## src/rtl/miner_uart_pkg.sv

```systemverilog
// Shared definitions for the miner's host serial transmit path.
// Holds the serialiser state encoding and the framing constants used by
// both the byte serialiser and the nonce-level sequencer.
package miner_uart_pkg;

  typedef enum logic [1:0] {
    IDLE  = 2'd0,
    START = 2'd1,
    DATA  = 2'd2,
    STOP  = 2'd3
  } tx_state_t;

  localparam int NONCE_BYTES      = 4;
  localparam int DEFAULT_BAUD_DIV = 434;
  localparam int UART_DATA_BITS   = 8;

endpackage

```

## src/rtl/uart_tx_byte.sv

```systemverilog
// UART 8N1 byte serialiser.
// Ports:
//   clk, rst_n   - system clock, asynchronous active-low reset
//   data         - byte to send, taken when data_valid && data_ready
//   data_valid   - a byte is offered
//   data_ready   - serialiser can take a byte this cycle (idle, or last
//                  cycle of a stop bit so bytes chain with no gap)
//   byte_done    - last cycle of the stop bit
//   idle         - FSM is in IDLE
//   txd          - serial line, high when idle
//
// state | meaning
// IDLE  | line high, waiting for a byte
// START | start bit (low) for BAUD_DIV cycles
// DATA  | 8 data bits LSB-first, BAUD_DIV cycles each
// STOP  | stop bit (high) for BAUD_DIV cycles; may chain into START
module uart_tx_byte
  import miner_uart_pkg::*;
#(
  parameter int BAUD_DIV = DEFAULT_BAUD_DIV
) (
  input  logic       clk,
  input  logic       rst_n,
  input  logic [7:0] data,
  input  logic       data_valid,
  output logic       data_ready,
  output logic       byte_done,
  output logic       idle,
  output logic       txd
);

  localparam int BW = $clog2(BAUD_DIV);
  localparam logic [BW-1:0] BAUD_LOAD = BW'(BAUD_DIV - 1);
  localparam logic [2:0]    LAST_BIT  = 3'(UART_DATA_BITS - 1);

  tx_state_t      state, state_nxt;
  logic [BW-1:0]  baud_cnt, baud_nxt;
  logic [2:0]     bit_cnt, bit_nxt;
  logic [7:0]     shreg, shreg_nxt;
  logic           tick;
  logic           load;

  assign tick       = (baud_cnt == '0);
  assign byte_done  = (state == STOP) && tick;
  assign data_ready = (state == IDLE) || byte_done;
  assign load       = data_valid && data_ready;
  assign idle       = (state == IDLE);

  always_ff @(posedge clk or negedge rst_n) begin
    if (!rst_n) begin
      state    <= IDLE;
      baud_cnt <= '0;
      bit_cnt  <= '0;
      shreg    <= '0;
    end else begin
      state    <= state_nxt;
      baud_cnt <= baud_nxt;
      bit_cnt  <= bit_nxt;
      shreg    <= shreg_nxt;
    end
  end

  always_comb begin
    state_nxt = state;
    baud_nxt  = baud_cnt;
    bit_nxt   = bit_cnt;
    shreg_nxt = shreg;
    case (state)
      IDLE: begin
        if (load) begin
          state_nxt = START;
          baud_nxt  = BAUD_LOAD;
          shreg_nxt = data;
        end
      end
      START: begin
        if (tick) begin
          state_nxt = DATA;
          baud_nxt  = BAUD_LOAD;
          bit_nxt   = '0;
        end else begin
          baud_nxt = baud_cnt - 1'b1;
        end
      end
      DATA: begin
        if (tick) begin
          baud_nxt = BAUD_LOAD;
          if (bit_cnt == LAST_BIT) begin
            state_nxt = STOP;
          end else begin
            bit_nxt   = bit_cnt + 1'b1;
            shreg_nxt = {1'b0, shreg[7:1]};
          end
        end else begin
          baud_nxt = baud_cnt - 1'b1;
        end
      end
      STOP: begin
        if (tick) begin
          if (load) begin
            state_nxt = START;
            baud_nxt  = BAUD_LOAD;
            shreg_nxt = data;
          end else begin
            state_nxt = IDLE;
          end
        end else begin
          baud_nxt = baud_cnt - 1'b1;
        end
      end
      default: state_nxt = IDLE;
    endcase
  end

  // Line level comes straight from state so reset forces it high at once.
  always_comb begin
    txd = 1'b1;
    case (state)
      START:   txd = 1'b0;
      DATA:    txd = shreg[0];
      default: txd = 1'b1;
    endcase
  end

endmodule

```

## src/rtl/golden_nonce_uart_tx.sv

```systemverilog
// Golden-nonce transmitter: buffers nonces from the hashing core and sends
// each as four UART 8N1 bytes, most-significant byte first.
// Ports:
//   clk                - system clock
//   reset_in           - asynchronous active-low reset
//   golden_nonce       - nonce from the hasher
//   golden_nonce_valid - one-cycle capture strobe
//   txd                - serial out, idles high
//   busy               - frame on the line or FIFO non-empty
//   fifo_full          - FIFO holds FIFO_DEPTH nonces
//   overflow           - sticky, a nonce was dropped
//   drop_count         - dropped nonces, saturating at 255
module golden_nonce_uart_tx
  import miner_uart_pkg::*;
#(
  parameter int BAUD_DIV   = DEFAULT_BAUD_DIV,
  parameter int FIFO_DEPTH = 4
) (
  input  logic        clk,
  input  logic        reset_in,
  input  logic [31:0] golden_nonce,
  input  logic        golden_nonce_valid,
  output logic        txd,
  output logic        busy,
  output logic        fifo_full,
  output logic        overflow,
  output logic [7:0]  drop_count
);

  localparam int PW = $clog2(FIFO_DEPTH);
  localparam int CW = PW + 1;
  localparam logic [1:0] LAST_BYTE = 2'(NONCE_BYTES - 1);

  logic [31:0]   mem [FIFO_DEPTH];
  logic [PW-1:0] wr_ptr, rd_ptr;
  logic [CW-1:0] count;
  logic          fifo_empty;
  logic          run;
  logic          active;
  logic [1:0]    byte_idx;
  logic [31:0]   hold;
  logic          push, pop, drop;
  logic          ser_valid, ser_ready, ser_done, ser_idle;
  logic [7:0]    ser_data;

  assign fifo_empty = (count == '0);
  assign fifo_full  = (count == CW'(FIFO_DEPTH));

  // Pops only happen between nonces, which gives the single idle cycle
  // between back-to-back frames. A pop frees a slot in the same cycle, so a
  // strobe into a full FIFO is still accepted then.
  assign pop  = !active && ser_ready && !fifo_empty;
  assign push = golden_nonce_valid && run && (!fifo_full || pop);
  assign drop = golden_nonce_valid && run && !push;

  assign ser_valid = pop || (active && (byte_idx != LAST_BYTE));
  assign ser_data  = active ? hold[31:24] : mem[rd_ptr][31:24];

  assign busy = !ser_idle || !fifo_empty;

  always_ff @(posedge clk) begin
    if (push) mem[wr_ptr] <= golden_nonce;
  end

  always_ff @(posedge clk or negedge reset_in) begin
    if (!reset_in) begin
      wr_ptr     <= '0;
      rd_ptr     <= '0;
      count      <= '0;
      run        <= 1'b0;
      active     <= 1'b0;
      byte_idx   <= '0;
      hold       <= '0;
      overflow   <= 1'b0;
      drop_count <= '0;
    end else begin
      // run masks the strobe on the first edge after reset release.
      run <= 1'b1;
      if (push) wr_ptr <= wr_ptr + 1'b1;
      if (pop)  rd_ptr <= rd_ptr + 1'b1;
      case ({push, pop})
        2'b10:   count <= count + 1'b1;
        2'b01:   count <= count - 1'b1;
        default: count <= count;
      endcase
      if (pop) begin
        active   <= 1'b1;
        byte_idx <= '0;
        hold     <= {mem[rd_ptr][23:0], 8'h00};
      end else if (active && ser_done) begin
        if (byte_idx == LAST_BYTE) begin
          active <= 1'b0;
        end else begin
          byte_idx <= byte_idx + 1'b1;
          hold     <= {hold[23:0], 8'h00};
        end
      end
      if (drop) begin
        overflow <= 1'b1;
        if (drop_count != 8'hff) drop_count <= drop_count + 1'b1;
      end
    end
  end

  uart_tx_byte #(
    .BAUD_DIV (BAUD_DIV)
  ) u_tx_byte (
    .clk        (clk),
    .rst_n      (reset_in),
    .data       (ser_data),
    .data_valid (ser_valid),
    .data_ready (ser_ready),
    .byte_done  (ser_done),
    .idle       (ser_idle),
    .txd        (txd)
  );

endmodule

```

## config.mk

```make
export PLATFORM = sky130hd
export DESIGN_NAME = golden_nonce_uart_tx
export DESIGN_NICKNAME = d
export VERILOG_FILES = /design/src/rtl/miner_uart_pkg.sv /design/src/rtl/uart_tx_byte.sv /design/src/rtl/golden_nonce_uart_tx.sv
export SDC_FILE = /design/constraint.sdc
export NUM_CORES = 1
export LEC_CHECK = 0
export ABC_AREA = 1
export BUFFER_PORTS_ARGS = -buffer_cell sky130_fd_sc_hd__buf_2
export CAP_MARGIN = 20
export CELL_PAD_IN_SITES_DETAIL_PLACEMENT = 1
export CELL_PAD_IN_SITES_GLOBAL_PLACEMENT = 2
export CORE_AREA = 10 10 156 158
export CTS_CLUSTER_SIZE = 8
export DETAILED_ROUTE_END_ITERATION = 8
export DIE_AREA = 0 0 166 168
export GPL_ROUTABILITY_DRIVEN = 0
export GPL_TIMING_DRIVEN = 0
export PLACE_DENSITY_LB_ADDON = 0.15
export SYNTH_ARGS = -nofsm -noshare
export SYNTH_HDL_FRONTEND = slang
export SYNTH_SLANG_ARGS = --single-unit
export TNS_END_PERCENT = 50
```

## constraint.sdc

```tcl
create_clock -name clk -period 6.63 [get_ports clk]
set_input_delay 0.3315 -clock clk [delete_from_list [all_inputs] [get_ports clk]]
set_output_delay 0.3315 -clock clk [all_outputs]
set_load 0.05 [all_outputs]
```

==> results.md, run 1 <==
Timing:
- For the finished layout, the period the worst path requires is 2830 ps.
- The tightest hold path in the finished design has a slack of -2.49 ps.
- Setup violations remaining at the end of the flow were counted as 0.
- The worst-case clock skew is 11.4 ps.
- Setup repair after global routing left no endpoint under its margin.
- The transition time at the pin with the least slew margin is 890 ps.
- The relative slew slack is 40.6%.
- The worst path meets setup with 3800 ps of slack.
- The max-slew violation count was 0.
- Adding up every negative setup slack in the final design gives 0 ps.
- Of the available clock period, the critical path in the final layout requires 42.7%.
- Derived from the worst setup path, the maximum achievable clock frequency is 353 MHz.
- The number of hold violations in the final report came to 3.

Logic synthesis:
- Dividing the synthesized area by the synthesized cell count gives 11.1 µm².
- The area of the mapped netlist is 8380 µm².
- The distinct cell type count of the synthesized netlist is 39.
- The fraction of registers with async set/reset is 34.0%.
- The post-synth net total is 806.
- The flip-flop and latch count after synthesis is 194.
- The Yosys warning count is 0.
- In the synthesized netlist the dominant register cell turns out to be edfxtp_1.
- In the synthesized netlist, the number of instances is 755.
- The portion of the post-synthesis area used by sequential elements is 65.6%.
- The synthesized design contains 128 enable-type register cells.

Power and ir drop:
- The completed layout was analyzed and its total power is 2.77 mW.
- The power density of the placed cells is 286 nW/µm².
- The peak supply drop is 190 µV.
- The reported leakage power is 3.80 nW.

Floorplan:
- The placeable core area is 21400 µm².
- The overall die area is 27900 µm².
- The initial core utilization is 39.1%.
- The die boundary width is 166 µm.
- The number of rows created at floorplan is 54.
- The die is 168 µm tall.
- The count of boundary I/O pins is 47.

Outcome:
- The run finished, with violations left.
- The final reports fail on hold timing.

Final layout:
- The repair_antennas step left the layout with diodes totalling 0.
- The synthesis-to-finish area growth is 15.5%.
- The share of post-route cells with drive strength above 1 is 16.8%.
- The fraction of the core area covered by cells at the end of the flow is 45.2%.
- The final layout contains 875 nets.

Critical path:
- For the worst setup path, the data arrival time is 2980 ps.
- The type of the worst setup path is reg2reg.
- STA classifies the critical path startpoint as a register.
- The worst setup path is captured at a register.
- In this run the worst path has a maximum fanout of 17.
- The required time of the worst setup path is 6780 ps.
- The setup check on the worst reg-to-reg path leaves a slack of 3800 ps.

Global route:
- Entering global routing, the biggest net connects 67 pins.
- For this run the aggregate overflow at the end of global routing stands at 0.
- The via count of the first global-routing pass was 6332.
- Global routing used 15.5% of the available tracks across all layers.
- The initial antenna violation count came to 0.
- The first global-routing pass estimated 34300 µm of wire.

Route:
- The final layout contains routed wiring with a total length of 21600 µm.
- The violation count after the first detailed-routing iteration is 232.
- The total number of vias is 5809.
- In the routed design, unresolved DRC markers number 0.
- Using the TritonRoute via totals, the vias-per-cell ratio works out to 5.20.
- In the final routed layout, each cell accounts on average for 19.4 µm.
- The pre-antenna-repair detailed-routing pass consisted of 4 iterations.
- The final antenna-violating net count is 0.

Min path:
- The worst hold path belongs to the class in2async.

Clock tree:
- The clock tree from TritonCTS is yes.
- The longest clock path from root to sink contains 2 buffers.
- The level count of the clock H-tree is 4.
- The register clock-pin slew on the reported worst setup and hold paths is 70 ps.
- Buffers inserted to repair hold after CTS numbered 0.
- The clock drives 194 sinks.
- Buffers inserted during clock tree synthesis total 17.
- The tree is rooted in a clkbuf_16.
- The number of post-CTS setup repair buffers is 0.
- The total of cells resized after clock tree synthesis is 0.
- The clock latency of the later-clocked register in the worst-skew pair is 440 ps.

Job:
- The number of max-cap violations is 0.

Place:
- The total half-perimeter wirelength after legalization and detailed placement is 15200 µm.
- The worst slack at placement is 3720 ps.
- During placement, the flow inserted port buffers numbering 46.
## per-layer routing
metal / part of all wire, % / track usage, %
met1: 43 / 17.9
met2: 52 / 27.8
met3: 2.9 / 2.96
met4: 1.8 / 5.82
met5: 0 / 0
## layout by cell type (no fill, tap or decap), types with 2 or more instances in the layout
master / netlist / layout
inv_1: 46 / 46
edfxtp_1: 128 / 128
buf_12: 0 / 2
nand2_2: 12 / 12
o22ai_1: 27 / 27
inv_6: 1 / 3
nand4_1: 5 / 5
xor2_1: 11 / 11
buf_4: 1 / 2
clkbuf_1: 16 / 16
nand3_2: 5 / 5
o21ai_0: 92 / 92
buf_6: 3 / 3
nor2_4: 3 / 7
o211ai_2: 3 / 3
o211ai_1: 6 / 6
nand2_4: 3 / 3
nor2_1: 93 / 89
buf_16: 0 / 2
o21ai_1: 12 / 12
a21oi_1: 6 / 6
nand2_1: 106 / 106
clkbuf_16: 0 / 17
nand3_1: 49 / 49
inv_2: 11 / 11
buf_2: 11 / 56
xnor2_1: 3 / 3
clkinv_1: 1 / 3
o221ai_1: 3 / 3
dfrtp_1: 66 / 66
inv_8: 0 / 6
clkinv_4: 0 / 2
nor3_1: 6 / 6
ha_1: 15 / 15
o21a_1: 2 / 2
## kinds of logic after synthesis
group                      share of synthesized area (%)
xor gates and xnor gates                            1.46
AOI/OAI and AO/OA                                   10.3
adders and majority gates                           2.48
other                                             0.0448
DFF                                                 65.6
and+or+nand+nor                                     15.6
buffers and inverters                               4.57
## through the flow
| step | std cells | hold WS (ps) | cell area (µm²) |
|---|---|---|---|
| final | 1117 | -2.49 | 9680 |
| after global placement | 1081 | 447 | 8960 |
| after CTS | 1117 | 43.2 | 9680 |
| after detailed placement | 1085 | 456 | 9090 |
| after floorplan | 755 | 35.9 | 8380 |
| after global routing | 1117 | 61.4 | 9680 |
## registers in the layout, summed over array words and instances (netlist names)
| name | cells |
|---|---|
| u_tx_byte.state | 2 |
| hold | 24 |
| count | 3 |
| drop_count | 8 |
| wr_ptr | 2 |
| mem | 128 |
| byte_idx | 2 |
| active | 1 |
| rd_ptr | 2 |
| u_tx_byte.bit_cnt | 3 |
| run | 1 |
| u_tx_byte.baud_cnt | 9 |
| overflow | 1 |
| u_tx_byte.shreg | 8 |
## cell usage after synthesis, drive strengths merged (7+ instances only)
library cell	number	area (µm²)
edfxtp	128	3840
nand2	121	507
o21ai	104	521
nor2	96	383
dfrtp	66	1650
inv	58	223
nand3	55	313
o22ai	27	169
clkbuf	16	60.1
buf	15	96.3
ha	15	188
xor2	11	96.3
o211ai	9	82.6
nor3	7	46.3
## power breakdown
group	total [mW]	internal, mW	switching [mW]
logic	0.294	0.0825	0.211
clock network	1.03	0.537	0.497
registers	1.44	1.40	0.0377
## path summary, 6_finish.rpt
kind                                       start            endpoint  depth (start not counted)
max                        u_tx_byte.baud_cnt[0]          mem[3][22]                         11
min                                     reset_in  u_tx_byte.shreg[1]                          1
max reg2reg                u_tx_byte.baud_cnt[0]          mem[3][22]                         11
min reg2reg                             overflow            overflow                          1
max in group asynchronous               reset_in           rd_ptr[1]                          1
min in group clk                 golden_nonce[0]           mem[2][0]                          1
## final cells by class
class | instances | area (µm²)
fillers | 2302 | 11700
flip-flops and latches | 194 | 5500
multi-input cells | 471 | 2530
clock buffers | 17 | 425
well taps | 280 | 350
repair buffers | 50 | 328
inverters | 59 | 226
clock inverters | 15 | 164
plain buffers | 31 | 156
## critical path, stage by stage (launching register included)
cell and delay, ps:
dfrtp_1 400, inv_1 100, ha_1 170, nand2_2 70, nor2_4 120, nand3_2 100
nand2_2 120, nand3_4 120, nand2_2 120, nand2_1 270, nor2_4 670, buf_16 240
No activity file was read; power rests on OpenSTA's default activity.
==> run 2: changes to the inputs <==
==> constraint.sdc (replaced) <==
create_clock -name clk -period 2.9 [get_ports clk]
set_input_delay 0.145 -clock clk [delete_from_list [all_inputs] [get_ports clk]]
set_output_delay 0.145 -clock clk [all_outputs]
set_load 0.05 [all_outputs]
==> results.md, run 2 (synthesis results as in run 1) <==
Outcome:
- The flow ran to the end, and the final reports show no timing, DRC or antenna violations.

Route:
- The wire length reported by the detailed router is 22000 µm (+1.5%).
- The average vias per placed instance is 5.19 (-0.11%).
- The violation count after the first detailed-routing iteration is 234 (+0.86%).
- The number of detailed-route iterations in the first pass was 4 (unchanged).
- The total number of vias is 6000 (+3.3%).
- The final routed DRC violation total is 0 (unchanged).
- The final antenna-violating net count is 0 (unchanged).
- The per-cell routed wire length is 19.0 µm (-1.8%).

Power and ir drop:
- The peak supply drop came to 433 µV (+130%).
- The reported leakage power was 3.97 nW (+4.5%).
- The power density of the placed cells came to 634 nW/µm² (+120%).

Timing:
- The accumulated negative setup slack is 0 ps (unchanged).
- The number of endpoints failing setup at the final stage came to 0 (unchanged).
- The worst hold-check slack was 239 ps (+241 ps).
- The relative slew slack is 40.4% (-0.24 points).
- The transition time at the pin with the least slew margin is 894 ps (+3.53 ps).
- The final worst-path cycle share is 88.2% (+45 points).
- The final critical-path required period is 2560 ps (-276 ps).
- Setup repair after global routing left no endpoint under its margin.
- The max-slew violation count is 0 (unchanged).
- The worst-case clock skew is 10.8 ps (-0.651 ps).
- The number of hold violations in the final report is 0 (-3).
- The fmax was 391 MHz (+11%).

Global route:
- The total overflow reported by the global router is 0 (unchanged).
- The first-pass GRT wire length is 35000 µm (+1.9%).
- The overall routing resource usage is 15.7% (+0.21 points).
- The via count of the first global-routing pass is 6535 (+3.2%).
- The pin count of the biggest net entering global routing came to 67 (unchanged).
- The initial antenna violation count is 0 (unchanged).

Critical path:
- The cell family with the largest share of critical-path delay is simple AND/OR/NAND/NOR gates.
- The count of buffer and inverter cells on the critical path was 2 (unchanged).
- The most prevalent standard cell on the critical path is nand2_2.
- The maximum cell stage delay along the critical path was 470 ps (-200 ps).
- The maximum fanout count along the critical path is 21 (+4).
- The worst setup path is of the reg2reg kind.
- The launching point of the worst reg2reg path is u_tx_byte.baud_cnt[0].
- The data arrival time at the worst-slack endpoint came to 2700 ps (-280 ps).
- The register-to-register setup slack is 340 ps (-3450 ps).
- STA classifies the critical path startpoint as a register.
- Among all stages on the critical path, the largest delay is contributed by nor2_4.
- The required time of the worst setup path was 3040 ps (-3740 ps).
- The number of cell instances on the worst register-to-register path is 11 (unchanged).
- STA classifies the critical path endpoint as a register.
- The endpoint of the most critical register-to-register path is mem[2][22].
- The signal on the critical path passes through inv_1, ha_1, nand2_2, nor2_4, nand3_2, nand2_2, nand3_4, nand2_2, nand2_2, nor2_4, buf_12.

Clock tree:
- The register clock-pin slew on the reported worst setup and hold paths is 80 ps (about the same).
- The CTS buffer count is 17 (unchanged).
- The clock latency of the later-clocked register in the worst-skew pair came to 440 ps (about the same).
- The number of sinks driven by the clock tree is 194 (unchanged).
- The largest buffer count on any clock path is 2 (unchanged).
- The level count of the clock H-tree is 4 (unchanged).
- The root buffer cell chosen for the clock tree is clkbuf_16.
- TritonCTS built the clock tree.

Final layout:
- The share of post-route cells with drive strength above 1 is 16.8% (-0.046 points).
- The antenna diode count is 0 (unchanged).
- In the layout the commonest cells are edfxtp_1 (128), nand2_1 (105), o21ai_0 (92), nor2_1 (89), dfrtp_1 (66).
- The leading cell type in the layout, fill and taps excluded is edfxtp_1.
- The net total in the final layout is 913 (+4.3%).
- The flip-flop count of the largest register after layout was 128 (unchanged).
- The largest register by flop count is mem.
- The area growth from synthesis to layout is 20.2%.
- The final instance count without filler cells is 1155 (+3.4%).
- The final instance area is 10100 µm² (+4.1%).
- The final-layout fill cell count came to 2276 (-1.1%).
- The largest registers in the layout are mem: 128 flops, hold: 24 flops, u_tx_byte.baud_cnt: 9 flops.

Place:
- The count of buffers from port buffering is 46 (unchanged).
- The instance count after placement with tap cells included is 1085 (unchanged).
- The placed instance area is 9090 µm² (unchanged).
- The total half-perimeter wirelength after legalization and detailed placement came to 15200 µm (unchanged).

Min path:
- The worst hold path passes through 5 cells.
- The worst hold-check path type is in2reg.
- The worst hold path endpoint is drop_count[1].
- The startpoint identified for the worst hold timing path is golden_nonce_valid.

Job:
- The number of max-cap violations is 0 (unchanged).

Floorplan:
- The die boundary width is 166 µm (unchanged).
- The number of rows created at floorplan is 54 (unchanged).
- The placeable core area was 21400 µm² (unchanged).
- The die boundary height is 168 µm (unchanged).
- The count of boundary I/O pins is 47 (unchanged).
- The initial core utilization is 39.1% (unchanged).
- The overall die area is 27900 µm² (unchanged).
run 2: cell types whose count changed in the layout (fill, tap and decap cells not counted), sizes merged:
cell	delta
buf	+5
dlygate4sd3	+33
run 2: timing repair:
action / CTS / global route
hold endpoints to repair: 194 / 0
gates resized for setup: 0 / 1
buffers inserted: 2 / 3
pin swaps: 1 / 1
hold buffers: 33 / 0
setup endpoints to repair: 16 / 32
run 2: metal layers:
metal	vias to the layer above	GRT usage [%]	routed length (µm)
li1	2837	-	-
met1	3031	18.1	9400
met2	107	28.5	11500
met3	25	2.89	694
met4	0	5.66	314
met5	-	0	0
run 2: worst max path at each step:
stage                          startpoint    endpoint  slack (ps)  cells after the start
finish              u_tx_byte.baud_cnt[0]  mem[2][22]         340                     11
global route        u_tx_byte.baud_cnt[0]  mem[2][22]         150                     11
CTS                 u_tx_byte.baud_cnt[0]  mem[1][13]          40                     11
detailed placement  u_tx_byte.baud_cnt[0]  mem[3][10]         -10                     11
global placement    u_tx_byte.baud_cnt[0]  mem[3][10]       -1750                     10
floorplan           u_tx_byte.baud_cnt[0]   mem[0][0]        -250                     10
run 2: stage by stage:
step	utilization (%)	total power [mW]	setup WS [ps]
detailed placement	42.4	4.04	-10.4
finish	47.0	6.38	343
global route	47.0	6.65	153
CTS	46.8	6.44	44.4
global placement	41.8	3.94	-1750
floorplan	-	3.73	-249
run 2: tightest hold or removal path: stages:
cell     delay (ps)
buf_2           100
nand2_1         170
nor2_4          110
nand3_1          70
nand2_1          50
run 2: area by class of cell:
class | instances | area [µm²] | area share, %
flip-flops and latches | 194 | 5500 | 54.6
clock buffers | 17 | 425 | 4.22
repair buffers | 88 | 721 | 7.16
well taps | 280 | 350 | 3.48
clock inverters | 15 | 164 | 1.63
inverters | 59 | 226 | 2.25
plain buffers | 31 | 156 | 1.55
multi-input cells | 471 | 2530 | 25.1
run 2: power breakdown:
part	internal, mW	switching (mW)	leakage, nW
registers	3.21	0.0863	1.96
logic	0.239	0.495	1.72
clock network	1.23	1.13	0.287
total	4.68	1.71	3.97
